## config.mk

```make
export PLATFORM = sky130hd
export DESIGN_NAME = tpu_job_scheduler
export DESIGN_NICKNAME = d
export VERILOG_FILES = /design/src/rtl/tpu_pkg.sv /design/src/rtl/rr_arbiter.sv /design/src/rtl/tpu_job_scheduler.sv
export SDC_FILE = /design/constraint.sdc
export NUM_CORES = 1
export LEC_CHECK = 0
export CAP_MARGIN = 5
export CORE_ASPECT_RATIO = 0.6
export CORE_MARGIN = 1.5
export CORE_UTILIZATION = 51
export CTS_CLUSTER_SIZE = 14
export DETAILED_ROUTE_END_ITERATION = 16
export HOLD_SLACK_MARGIN = 0.06
export PLACE_DENSITY = 0.85
export REMOVE_ABC_BUFFERS = 1
export SETUP_SLACK_MARGIN = 0.3
export SYNTH_ARGS = -nofsm -noshare
export SYNTH_HDL_FRONTEND = slang
export SYNTH_SLANG_ARGS = --single-unit
```

## constraint.sdc

```tcl
create_clock -name clk -period 5.35 [get_ports clk]
set_input_delay 0.535 -clock clk [delete_from_list [all_inputs] [get_ports clk]]
set_output_delay 0.535 -clock clk [all_outputs]
set_load 0.005 [all_outputs]
```

## src/rtl/tpu_pkg.sv

```systemverilog
// Shared definitions for blocks that time-share the tpu_simple array:
// scheduler state encoding, default array size and a job-size check.
package tpu_pkg;

    typedef enum logic [1:0] {
        ST_IDLE   = 2'd0,
        ST_LAUNCH = 2'd1,
        ST_WAIT   = 2'd2,
        ST_RESP   = 2'd3
    } sched_state_e;

    localparam int TPU_SIZE = 4;

    function automatic logic size_legal(input logic [7:0] sz, input int max_size);
        return (sz != 8'd0) && (int'({24'd0, sz}) <= max_size);
    endfunction

endpackage

```

## src/rtl/rr_arbiter.sv

```systemverilog
// Combinational round-robin pick: first requester at or after ptr_i, wrapping
// modulo NUM_REQ (which need not be a power of two).
module rr_arbiter #(
    parameter  int NUM_REQ = 4,
    localparam int IDXW    = $clog2(NUM_REQ)
) (
    input  logic [NUM_REQ-1:0] req_i,
    input  logic [IDXW-1:0]    ptr_i,
    output logic [IDXW-1:0]    grant_o,
    output logic               any_req_o
);

    logic [IDXW-1:0] idx_s;

    // Scan from the farthest candidate back to ptr_i so the closest one wins.
    always_comb begin
        grant_o   = '0;
        idx_s     = '0;
        any_req_o = |req_i;
        for (int i = NUM_REQ - 1; i >= 0; i--) begin
            idx_s = IDXW'((int'(ptr_i) + i) % NUM_REQ);
            if (req_i[idx_s]) begin
                grant_o = idx_s;
            end else begin
                grant_o = grant_o;
            end
        end
    end

endmodule

```

## src/rtl/tpu_job_scheduler.sv

```systemverilog
// Round-robin owner of one tpu_simple array: arbitrates requesters, launches
// jobs, watches for hung runs and returns a per-requester response.
module tpu_job_scheduler
    import tpu_pkg::*;
#(
    parameter  int NUM_REQ   = 4,
    parameter  int SIZE      = TPU_SIZE,
    parameter  int TIMEOUT   = 256,
    parameter  int CNT_WIDTH = 16,
    localparam int IDXW      = $clog2(NUM_REQ),
    localparam int WDW       = $clog2(TIMEOUT + 1)
) (
    input  logic                   clk,
    input  logic                   rst,
    input  logic [NUM_REQ-1:0]     req,
    input  logic [NUM_REQ*8-1:0]   req_size,
    output logic [NUM_REQ-1:0]     resp_valid,
    output logic                   resp_err,
    output logic [IDXW-1:0]        sel,
    output logic                   sel_valid,
    output logic                   tpu_start,
    output logic [7:0]             tpu_size,
    output logic                   tpu_abort,
    input  logic                   tpu_busy,
    input  logic                   tpu_done,
    output logic [CNT_WIDTH-1:0]   jobs_ok,
    output logic [CNT_WIDTH-1:0]   jobs_err
);

    sched_state_e          state_q, state_d;
    logic [IDXW-1:0]       sel_q, sel_d, ptr_q, ptr_d, grant_s;
    logic [7:0]            size_q, size_d, cand_size_s;
    logic [WDW-1:0]        wd_q, wd_d;
    logic                  start_q, start_d, sel_valid_q, sel_valid_d;
    logic [NUM_REQ-1:0]    resp_valid_q, resp_valid_d;
    logic                  resp_err_q, resp_err_d;
    logic [CNT_WIDTH-1:0]  ok_q, ok_d, err_cnt_q, err_cnt_d;
    logic                  any_req_s, abort_s;
    logic                  unused_busy_s;

    // Completion is tracked from tpu_done alone; busy is informational.
    assign unused_busy_s = tpu_busy;

    rr_arbiter #(.NUM_REQ(NUM_REQ)) u_arb (
        .req_i     (req),
        .ptr_i     (ptr_q),
        .grant_o   (grant_s),
        .any_req_o (any_req_s)
    );

    assign cand_size_s = req_size[{grant_s, 3'b000} +: 8];

    // State and output registers; async reset drops any in-flight job silently.
    always_ff @(posedge clk or posedge rst) begin
        if (rst) begin
            state_q      <= ST_IDLE;
            sel_q        <= '0;
            ptr_q        <= '0;
            size_q       <= 8'd0;
            wd_q         <= '0;
            start_q      <= 1'b0;
            sel_valid_q  <= 1'b0;
            resp_valid_q <= '0;
            resp_err_q   <= 1'b0;
            ok_q         <= '0;
            err_cnt_q    <= '0;
        end else begin
            state_q      <= state_d;
            sel_q        <= sel_d;
            ptr_q        <= ptr_d;
            size_q       <= size_d;
            wd_q         <= wd_d;
            start_q      <= start_d;
            sel_valid_q  <= sel_valid_d;
            resp_valid_q <= resp_valid_d;
            resp_err_q   <= resp_err_d;
            ok_q         <= ok_d;
            err_cnt_q    <= err_cnt_d;
        end
    end

    // Next-state logic; start/response pulses are set on entry to their state.
    always_comb begin
        state_d      = state_q;
        sel_d        = sel_q;
        ptr_d        = ptr_q;
        size_d       = size_q;
        wd_d         = wd_q;
        start_d      = 1'b0;
        resp_valid_d = '0;
        resp_err_d   = 1'b0;
        ok_d         = ok_q;
        err_cnt_d    = err_cnt_q;
        abort_s      = 1'b0;
        case (state_q)
            ST_IDLE: begin
                if (any_req_s) begin
                    sel_d  = grant_s;
                    size_d = cand_size_s;
                    if (size_legal(cand_size_s, SIZE)) begin
                        state_d = ST_LAUNCH;
                        start_d = 1'b1;
                    end else begin
                        state_d      = ST_RESP;
                        resp_valid_d = NUM_REQ'(1'b1) << grant_s;
                        resp_err_d   = 1'b1;
                    end
                end else begin
                    state_d = ST_IDLE;
                end
            end
            ST_LAUNCH: begin
                wd_d    = '0;
                state_d = ST_WAIT;
            end
            ST_WAIT: begin
                // Done on the last watchdog cycle still counts as success.
                if (tpu_done) begin
                    state_d      = ST_RESP;
                    resp_valid_d = NUM_REQ'(1'b1) << sel_q;
                end else if (wd_q == WDW'(TIMEOUT - 1)) begin
                    abort_s      = 1'b1;
                    state_d      = ST_RESP;
                    resp_valid_d = NUM_REQ'(1'b1) << sel_q;
                    resp_err_d   = 1'b1;
                end else begin
                    wd_d = wd_q + WDW'(1);
                end
            end
            ST_RESP: begin
                if (resp_err_q) begin
                    err_cnt_d = (err_cnt_q == '1) ? err_cnt_q : err_cnt_q + CNT_WIDTH'(1);
                end else begin
                    ok_d = (ok_q == '1) ? ok_q : ok_q + CNT_WIDTH'(1);
                end
                ptr_d   = (sel_q == IDXW'(NUM_REQ - 1)) ? '0 : sel_q + IDXW'(1);
                state_d = ST_IDLE;
            end
            default: begin
                state_d = ST_IDLE;
            end
        endcase
        sel_valid_d = (state_d != ST_IDLE);
    end

    assign resp_valid = resp_valid_q;
    assign resp_err   = resp_err_q;
    assign sel        = sel_q;
    assign sel_valid  = sel_valid_q;
    assign tpu_start  = start_q;
    assign tpu_size   = size_q;
    assign tpu_abort  = abort_s;
    assign jobs_ok    = ok_q;
    assign jobs_err   = err_cnt_q;

endmodule

```

==> impl_metrics.yaml <==
synth:
  synthXorXnorAreaFrac_pct: 9.56
  synth-seq-area-share_pct: 49.8
  yosys.area_share.simple_pct: 17.5
  synthFlopType: "dfrtp_1"
  synth_edf_count: 0
  async_reset_ff_share_pct: 100
  ys_types: 35
  synth_top_family_by_area: "simple AND/OR/NAND/NOR gates"
  syn_inst: 296
  yosys_warnings: 0
  synthMuxAreaShare_pct: 9.04
  synth-seq-cells: 62
  synthAdderAreaFrac_pct: 4.82
  syn_area_um2: 3120
  synth_compound_area_share_pct: 7.15
  avgSynthCellArea_um2: 10.5
finish:
  fillers: 428
  layout.nets: 444
  drive_above_1_share_pct: 8.82
  final_cell_mix: "88 x clkdlybuf4s50_1, 62 x dfrtp_1, 47 x nand2_1"
  fin_util_pct: 74.7
  area_growth_pct: 37.3
  antenna_cells: 0
  stdcell_count: 477
  layout_commonest_cell: "clkdlybuf4s50_1"
grt:
  grt_remaining_overflow: 0
  antenna_found_initial: 0
  grt_pass1_vias: 2527
  grt-busiest-layer: "met2"
  grt_start_max_net_pins: 63
  grt_use_met1_pct: 30.7
  use_met2_pct: 36.5
  track_usage_pct: 23.3
  grt_pass1_wl_um: 12100
  grtUsageMet3_pct: 8.80
die:
  fp.coreArea_um2: 5730
  start_util_pct: 54.4
  die-area_um2: 6600
  io_pins: 90
  num_rows: 21
  die_h_um: 63.5
  fp.dieW_um: 104
timing:
  fin_setup_tns_ns: 0
  layout_setup_ws_ns: 2.23
  min_period_ns: 3.12
  setup_viol: 0
  hold_violations: 0
  timing.final.crit_share_pct: 58.3
  finalClockSkew_ns: 0.00484
  timing.fmax_ghz: 0.320
  drv_slew: 0
  slew_headroom_pct: 49.6
  tightest_slew_ns: 0.756
  rsz0062_at_grt: "no"
min_path:
  whs_endpoint: "tpu_size[6]"
  hold_depth: 2
  hp-start: "tpu_size[6]"
  hp-class: "reg -> reg"
routing:
  wirelength_um: 7000
  vias: 2449
  drtIter0Drc: 80
  ant_nets: 0
  dr.pass1.iters: 4
  avgViaCountPerCell: 5.13
  drc: 0
  wl_per_cell_um: 14.7
clock_tree:
  htreeDepth: 3
  cts_tree: "built"
  clkLatencyLatePin_ns: 0.34
  clock-sinks: 62
  cts_setup_buffers: 0
  cts.path.max_buffers: 2
  ctsResizeCount: 0
  root_buffer: "clkbuf_8"
  cts_hold_buf: 0
  path_clk_slew_ns: 0.07
  cts_buffers: 9
placement:
  dp.cells: 461
  place.port_buffers: 88
  post-place-ws_ns: 1.94
  routabilityCongestion: 0.831
  dpl.hpwl_um: 5260
critical_path:
  slowest_stage: "clkdlybuf4s50_1"
  r2r_cells: 8
  rrSetupSlack_ns: 2.56
  max_stage_delay_ns: 0.54
  critPathArrivalTime_ns: 3.32
  cp_num_buf_inv: 1
  critPathKind: "in -> reg"
  end_kind: "flop"
  path_delay_family: "simple AND/OR/NAND/NOR gates"
  crit_chain: "clkdlybuf4s50_1, nor2b_1, nor2b_1, or3_1, mux2i_1, mux2i_1, or3_4, a211oi_4, o31ai_1"
  reg2reg_from: "ptr_q[1]"
  cp_max_fo: 9
  worstReg2RegEnd: "resp_valid[2]"
  startpoint_type: "input port"
  cp.required_ns: 5.55
pwr:
  power.clock.fraction_pct: 20.1
  power_frac_comb_pct: 40.9
  p_sw_w: 0.000627
  peakVddDrop_mv: 0.250
  intPower_w: 0.00114
  power_w: 0.00177
  power.density_nw_per_um2: 413
  static-leakage-power_nw: 1.91
  p_sw_share_pct: 35.5
  seq_power_share_pct: 39.0
status:
  status: "finished, final reports clean"
flow_run:
  drv_cap: 0
worst max path at each step:
stage	from	end	slack (ns)	depth (start not counted)
4_1_cts	req[2]	resp_valid[2]	2.26	9
3_3_place_gp	req[2]	tpu_start	2.03	9
5_1_grt	req[2]	resp_valid[2]	2.09	9
6_report	req[2]	resp_valid[2]	2.23	9
3_5_place_dp	req[2]	resp_valid[2]	1.94	9
2_1_floorplan	req[2]	sel[1]	2.39	4
worst min-delay path: stages, from the launching register on:
cell and delay, ns:
dfrtp_1 0.34, nand2_1 0.04, o21ai_0 0.06
power groups by stage:
stage          Sequential, W  Combinational (W)  Clock [W]
2_1_floorplan       0.000682           0.000386          0
3_3_place_gp        0.000687           0.000691          0
3_5_place_dp        0.000693           0.000715          0
4_1_cts             0.000687           0.000726   0.000363
5_1_grt             0.000704           0.000795   0.000392
6_report            0.000688           0.000722   0.000355
layout make-up:
type	instances	area, um^2	share of cell area (%)
flip-flops and latches	62	1550	36.3
multi-input cells	217	1510	35.2
repair buffers	91	903	21.1
clock buffers	10	138	3.22
well taps	80	100	2.34
inverters	11	41.3	0.965
clock inverters	6	37.5	0.878
cell usage after synthesis (4+ instances only):
cell type | count | share of area, %
a21oi_1 | 7 | 1.1
and3_1 | 9 | 1.8
clkbuf_1 | 4 | 0.48
dfrtp_1 | 62 | 50
ha_1 | 12 | 4.8
inv_1 | 11 | 1.3
mux2_2 | 9 | 3.3
mux2i_1 | 18 | 5.8
nand2_1 | 47 | 5.7
nand3_1 | 18 | 2.9
nand4_1 | 6 | 1.2
nor2_1 | 13 | 1.6
nor2b_1 | 4 | 0.80
o21ai_0 | 12 | 1.9
xnor2_1 | 23 | 6.5
xor2_1 | 11 | 3.1
cells by family (layout without fill, tap and decap cells):
kind of cell,Yosys count,count (layout)
muxes,27,27
and+or+nand+nor,111,111
DFF,62,62
AOI/OAI and AO/OA,33,33
adders and majority gates,12,12
xor gates and xnor gates,34,34
buffers and inverters,17,118
sequential cells by signal, summed over array words and instances (netlist names):
signal,flops
sel_valid,1
resp_valid,4
tpu_size,8
wd_q,9
jobs_ok,16
tpu_start,1
jobs_err,16
resp_err,1
ptr_q,2
state_q,2
sel,2
stage by stage:
stage          cell area, um^2  hold slack (ns)
2_1_floorplan             3090            0.469
3_3_place_gp              4100            0.461
3_5_place_dp              4100            0.462
4_1_cts                   4280            0.486
5_1_grt                   4280            0.505
6_report                  4280            0.484
routing by layer:
layer,up-vias,wire length (um)
met4,0,106
met5,-,0
met2,61,3150
met3,13,384
li1,1212,-
met1,1163,3360
Power figures use the tool's default switching activity.
